==> src/rtl/fpcvt_pkg.sv <==
// fpcvt_pkg: shared widths, result layout and helpers for the fixed-to-float converter
package fpcvt_pkg;
  localparam int D_W = 13;
  localparam int E_W = 3;
  localparam int F_W = 5;
  localparam int R_W = 1 + E_W + F_W;
  localparam int R_S = R_W - 1;
  localparam int R_E_LSB = F_W;
  localparam int R_F_LSB = 0;
  typedef struct packed {
    logic s;
    logic [E_W-1:0] e;
    logic [F_W-1:0] f;
  } res_t;
  function automatic int clog2(input int n);
    int r;
    r = 0;
    while ((1 << r) < n) r++;
    return r;
  endfunction
endpackage

==> src/rtl/fpcvt_core.sv <==
// fpcvt_core: combinational 13-bit two's-complement to S/E[2:0]/F[4:0] with round-to-nearest
// out sat port present only when FPCVT_SAT_FLAG_EN is defined
module fpcvt_core
  import fpcvt_pkg::*;
(
  input  logic [D_W-1:0] d,
  output res_t           res
`ifdef FPCVT_SAT_FLAG_EN
  ,
  output logic           sat
`endif
);
  logic [11:0] mag;
  logic [3:0] msb, e_raw;
  logic [4:0] f0;
  logic [5:0] sum;
  logic rb, ovf, sat_i;
  always_comb begin
    mag = d == 13'h1000 ? 12'hfff : 12'(d[12] ? -d : d);
    msb = '0;
    for (int i = 0; i < 12; i++) msb = mag[i] ? 4'(i) : msb;
    e_raw = |mag[11:4] ? msb - 4'd3 : 4'd0;
    f0 = 5'(mag >> e_raw);
    rb = e_raw != 4'd0 && mag[e_raw - 4'd1];
    sum = {1'b0, f0} + {5'd0, rb};
    ovf = sum[5];
    // an exponent of 8 cannot be encoded, so it saturates like a rounding overflow at 7
    sat_i = e_raw[3] || (ovf && e_raw == 4'd7);
    res.s = d[12];
    res.e = sat_i ? 3'd7 : ovf ? e_raw[2:0] + 3'd1 : e_raw[2:0];
    res.f = sat_i ? 5'd31 : ovf ? 5'd16 : sum[4:0];
  end
`ifdef FPCVT_SAT_FLAG_EN
  assign sat = sat_i;
`endif
endmodule

==> src/rtl/fpcvt_rr_scheduler.sv <==
// fpcvt_rr_scheduler: round-robin shares one fpcvt_core among N_REQ requesters, 2-stage pipeline
// defining FPCVT_SAT_FLAG_EN adds the out_sat port
module fpcvt_rr_scheduler
  import fpcvt_pkg::*;
#(
  parameter int N_REQ = 4,
  parameter int ID_W  = 2
) (
  input  logic                   clk,
  input  logic                   rst,
  input  logic [N_REQ-1:0]       req_valid,
  input  logic [D_W*N_REQ-1:0]   req_data,
  output logic [N_REQ-1:0]       req_ready,
  output logic                   out_valid,
  input  logic                   out_ready,
  output logic [ID_W-1:0]        out_id,
  output logic                   out_s,
  output logic [E_W-1:0]         out_e,
  output logic [F_W-1:0]         out_f
`ifdef FPCVT_SAT_FLAG_EN
  ,
  output logic                   out_sat
`endif
);
  if (ID_W != clog2(N_REQ)) begin : g_bad_id_w
    $error("ID_W must equal clog2(N_REQ)");
  end
  logic [ID_W-1:0] ptr, gnt, s0_id;
  logic [D_W-1:0] s0_d, d_sel;
  logic found, adv, acc, s0_v;
  res_t res;
`ifdef FPCVT_SAT_FLAG_EN
  logic sat;
  fpcvt_core u_core (.d(s0_d), .res(res), .sat(sat));
`else
  fpcvt_core u_core (.d(s0_d), .res(res));
`endif
  always_comb begin
    found = 1'b0;
    gnt = ptr;
    // lowest valid overall is the wrap-around fallback; lowest valid above ptr overrides it
    for (int i = N_REQ - 1; i >= 0; i--) begin
      found = found || req_valid[i];
      gnt = req_valid[i] ? ID_W'(i) : gnt;
    end
    for (int i = N_REQ - 1; i >= 0; i--) gnt = (req_valid[i] && ID_W'(i) > ptr) ? ID_W'(i) : gnt;
    d_sel = '0;
    for (int i = 0; i < N_REQ; i++) d_sel = ID_W'(i) == gnt ? req_data[D_W*i +: D_W] : d_sel;
    adv = !out_valid || out_ready;
    acc = found && adv;
    req_ready = acc ? N_REQ'(1) << gnt : '0;
  end
  always_ff @(posedge clk or posedge rst) begin
    if (rst) begin
      ptr <= ID_W'(N_REQ - 1);
      s0_v <= 1'b0;
      s0_d <= '0;
      s0_id <= '0;
      out_valid <= 1'b0;
      out_id <= '0;
      out_s <= 1'b0;
      out_e <= '0;
      out_f <= '0;
`ifdef FPCVT_SAT_FLAG_EN
      out_sat <= 1'b0;
`endif
    end else if (adv) begin
      ptr <= acc ? gnt : ptr;
      s0_v <= acc;
      s0_d <= d_sel;
      s0_id <= gnt;
      out_valid <= s0_v;
      out_id <= s0_id;
      out_s <= res.s;
      out_e <= res.e;
      out_f <= res.f;
`ifdef FPCVT_SAT_FLAG_EN
      out_sat <= sat;
`endif
    end
  end
endmodule

==> config.mk <==
export PLATFORM = sky130hd
export DESIGN_NAME = fpcvt_rr_scheduler
export DESIGN_NICKNAME = d
export VERILOG_FILES = /design/src/rtl/fpcvt_pkg.sv /design/src/rtl/fpcvt_core.sv /design/src/rtl/fpcvt_rr_scheduler.sv
export SDC_FILE = /design/constraint.sdc
export NUM_CORES = 1
export LEC_CHECK = 0
export ABC_CLOCK_PERIOD_IN_PS = 6000
export CAP_MARGIN = 20
export CORE_ASPECT_RATIO = 2
export CORE_MARGIN = 1
export CORE_UTILIZATION = 51
export DETAILED_ROUTE_END_ITERATION = 8
export PLACE_DENSITY = 0.82
export SYNTH_ARGS = -nofsm -noshare
export SYNTH_HDL_FRONTEND = slang
export SYNTH_SLANG_ARGS = --single-unit
==> constraint.sdc <==
create_clock -name clk -period 6 [get_ports clk]
set_input_delay 0.9 -clock clk [delete_from_list [all_inputs] [get_ports clk]]
set_output_delay 0.9 -clock clk [all_outputs]
set_load 0.02 [all_outputs]
==> flow_summary.json <==
{
  "die-area_um2": 6440,
  "cts.sinks": 30,
  "initial_core_util_pct": 53.6,
  "yosys_warnings": 0,
  "yosys.area_share.simple_pct": 23.3,
  "path_class": "reg2reg",
  "final-setup-viol-count": 0,
  "layout-drive-gt1-share_pct": 12.7,
  "synth_area_leader_cell": "dfrtp_1",
  "syn_nets": 456,
  "grt-ovfl-total": 0,
  "drt-total-wl_mm": 9.95,
  "hold_viol": 0,
  "area_growth_pct": 32.5,
  "syn_inst": 391,
  "place_congestion": 1.01,
  "maxSlewViolCount": 0,
  "drtIter0Drc": 255,
  "cts.path.max_buffers": 2,
  "synth_cell_types": 84,
  "min_period_over_period_pct": 91.5,
  "remaining_drc_errors": 0,
  "fin_skew_ns": 0.00795,
  "synthMuxAreaShare_pct": 12.3,
  "fill_cells": 463,
  "synthTopCellsByArea": "dfrtp_1, nand2_1, mux2i_1",
  "clk_pin_slew_ns": 0.05,
  "chipHeight_um": 113,
  "grt_pass1_vias": 3433,
  "worstPathCellList": "inv_1, ha_1, or4b_4, o31a_1, o21ai_1, and2_1, o31ai_1, nand2_1, ha_1, o21a_1, ha_1, inv_1, mux4_2, a21oi_1, a21oi_1, nor2_1, ha_1, a21boi_0, and4bb_1, nand4_1, o221a_1",
  "place_area_um2": 3890,
  "hold_class": "reg2reg",
  "critPathMostFrequentCell": "ha_1",
  "startpoint_type": "flop",
  "postSynth.asyncResetShare_pct": 100,
  "max_freq_mhz": 182,
  "syn_area_um2": 3110,
  "final_antenna_net_count": 0,
  "max_stage_delay_ns": 0.54,
  "synthXorXnorAreaFrac_pct": 1.12,
  "synth_top_area_share_pct": 22.5,
  "synth_edf_count": 0,
  "core_um2": 5810,
  "required_ns": 6.16,
  "finalCriticalPeriod_ns": 5.49,
  "pin_count": 75,
  "clk_latency_ns": 0.27,
  "synth_seq_cells": 30,
  "cp-end-kind": "flop",
  "status": "finished clean",
  "rows": 39,
  "route.vias.total": 3448,
  "synth_fa_ha_area_share_pct": 2.41,
  "p_leak_nw": 1.64,
  "max_slew_margin_pct": 39.9,
  "drt_pass1_iterations": 5,
  "grt_start_max_net_pins": 31,
  "synth_compound_area_share_pct": 30.1,
  "cts_max_level": 2,
  "synth_top_flop_cell": "dfrtp_1",
  "insertedDiodeCount": 0,
  "cts_buffers": 5,
  "cp_top_family": "compound AO/OA/AOI/OAI gates",
  "synth_top_family_by_area": "compound AO/OA/AOI/OAI gates",
  "path_buf_inv": 2,
  "cts_tree": "built",
  "portBuffers": 74,
  "rsz0062_at_grt": "no",
  "cpMaxStageDelayCell": "or4b_4",
  "grtUsageTotal_pct": 32.0,
  "setup_tns_ns": 0,
  "cts-root-buf": "clkbuf_16",
  "max_cap_violations": 0,
  "fin_nets": 521,
  "worst_pin_slew_ns": 0.889,
  "postLayoutCellArea_um2": 4130,
  "dp_hpwl_mm": 7.53,
  "ys_seq_area_share_pct": 24.2,
  "cts_hold_buffers": 0,
  "vdd_drop_max_mv": 0.352,
  "synth.avg_cell_area_um2": 7.96,
  "arrival_ns": 5.65,
  "grt_pass1_wl_mm": 16.1,
  "die_width_um": 57.3,
  "worstPathMaxFanout": 8,
  "antenna_found_initial": 0,
  "routedWlPerCell_um": 19.2,
  "powerDensity_nw_per_um2": 732,
  "via_per_inst": 6.66
}
cell families (layout without fill, tap and decap cells):
family          count (synthesis)  in the layout
compound gates                132            132
xor+xnor                        4              4
fa+ha+maj                       6              6
buf+inv                        45            111
flops                          30             30
mux                            33             33
simple gates                  141            141
cell usage in the layout (no fill, tap or decap), types with 3 or more instances in the layout:
| master | instances |
|---|---|
| o211ai_1 | 11 |
| ha_1 | 6 |
| nand2_1 | 50 |
| clkbuf_16 | 5 |
| o21a_1 | 3 |
| inv_1 | 13 |
| or4_1 | 3 |
| a21o_1 | 3 |
| nor3_1 | 8 |
| a22oi_1 | 3 |
| a31oi_1 | 4 |
| a211oi_1 | 5 |
| nand2b_1 | 4 |
| nand3_1 | 13 |
| or3_1 | 5 |
| o21ai_0 | 27 |
| mux2_2 | 13 |
| o21ai_1 | 3 |
| clkdlybuf4s50_1 | 74 |
| buf_4 | 13 |
| dfrtp_1 | 28 |
| mux2i_1 | 17 |
| a21oi_1 | 24 |
| mux4_2 | 3 |
| o22ai_1 | 4 |
| nor2_1 | 30 |
| nand4_1 | 5 |
| and2_1 | 3 |
| o31ai_1 | 5 |
| xnor2_1 | 3 |
synthesized netlist by cell type (2+ instances only):
library cell	instances
nor2_1	30
mux4_2	3
a41oi_1	2
or3_1	5
nand2_1	50
buf_1	2
buf_6	3
nor3b_1	2
o41ai_1	2
buf_2	4
o21ai_1	3
xnor2_1	3
a31o_2	2
o211ai_1	11
nand4_1	5
a31oi_1	4
a22oi_1	3
o22ai_1	4
nor3_1	8
o31ai_1	5
a21o_1	3
and2_1	3
o211a_1	2
and3_1	2
mux2i_1	17
a211o_1	2
a211oi_1	5
nand3_1	13
mux2_2	13
o21ai_0	27
dfrtp_1	28
o31a_1	2
o21a_1	3
a32o_1	2
or4_1	3
a21oi_1	24
o221a_1	2
nand2b_1	4
o311ai_0	2
ha_1	6
inv_1	13
dfstp_2	2
a311oi_1	3
clkbuf_1	19
worst paths after layout:
| check | start | endpoint | slack (ns) | depth (start not counted) |
|---|---|---|---|---|
| max in group asynchronous | rst | s0_d[11]$_DFFE_PP0N_ | 4.65 | 3 |
| min in group asynchronous | rst | out_f[4]$_DFFE_PP0N_ | 0.92 | 2 |
| hold reg to reg | out_id[0]$_DFFE_PP0N_ | out_id[0]$_DFFE_PP0N_ | 0.46 | 2 |
| setup reg to reg | s0_d[1]$_DFFE_PP0N_ | out_e[1]$_DFFE_PP0N_ | 0.51 | 21 |
| setup / recovery | s0_d[1]$_DFFE_PP0N_ | out_e[1]$_DFFE_PP0N_ | 0.51 | 21 |
| hold / removal | out_id[0]$_DFFE_PP0N_ | out_id[0]$_DFFE_PP0N_ | 0.46 | 2 |
stage by stage:
stage          setup slack [ns]  std cells  hold slack (ns)  utilization [%]  power (W)
2_1_floorplan             0.970        391            0.435                -    0.00205
3_3_place_gp              0.536        507            0.446             66.9    0.00257
3_5_place_dp              0.413        507            0.455             66.9    0.00260
4_1_cts                   0.385        515            0.467             70.4    0.00295
5_1_grt                  0.0580        518            0.486             71.1    0.00323
6_report                  0.510        518            0.462             71.1    0.00302
metal layers:
layer	track usage, %	wire (µm)	vias up
met2	59.8	5560	177
met4	18.7	478	0
met5	0	0	-
met3	3.23	514	41
li1	-	-	1609
met1	33.0	3390	1621
sequential cells by signal, indices dropped and copies added, names as in the netlist:
name,count
s0_d,13
out_f,5
out_e,3
out_id,2
ptr,2
s0_id,2
out_s,1
out_valid,1
s0_v,1
what timing repair did:
action	in CTS	in global routing
gates resized for setup	0	0
hold endpoints to repair	0	0
endpoints found under the setup margin	0	6
setup buffers	0	2
tightest hold or removal path: stages, from the launching register on:
cell	delay, ns
dfrtp_1	0.33
nand2_1	0.05
nand2_1	0.05
area by class of cell:
| class | count | area (µm²) | area share (%) |
|---|---|---|---|
| tap | 61 | 76.3 | 1.85 |
| inverter | 15 | 56.3 | 1.36 |
| timing repair buffer | 88 | 866 | 21.0 |
| multi-input combinational | 316 | 2180 | 52.7 |
| clock buffer | 6 | 139 | 3.36 |
| sequential | 30 | 753 | 18.2 |
| clock inverter | 2 | 60.1 | 1.45 |
where the power goes:
group / internal, W / switching, W
clock network: 0.000249 / 0.0000834
registers: 0.000290 / 0.000118
logic: 0.000927 / 0.00136
(Power assumes the default switching activity.)
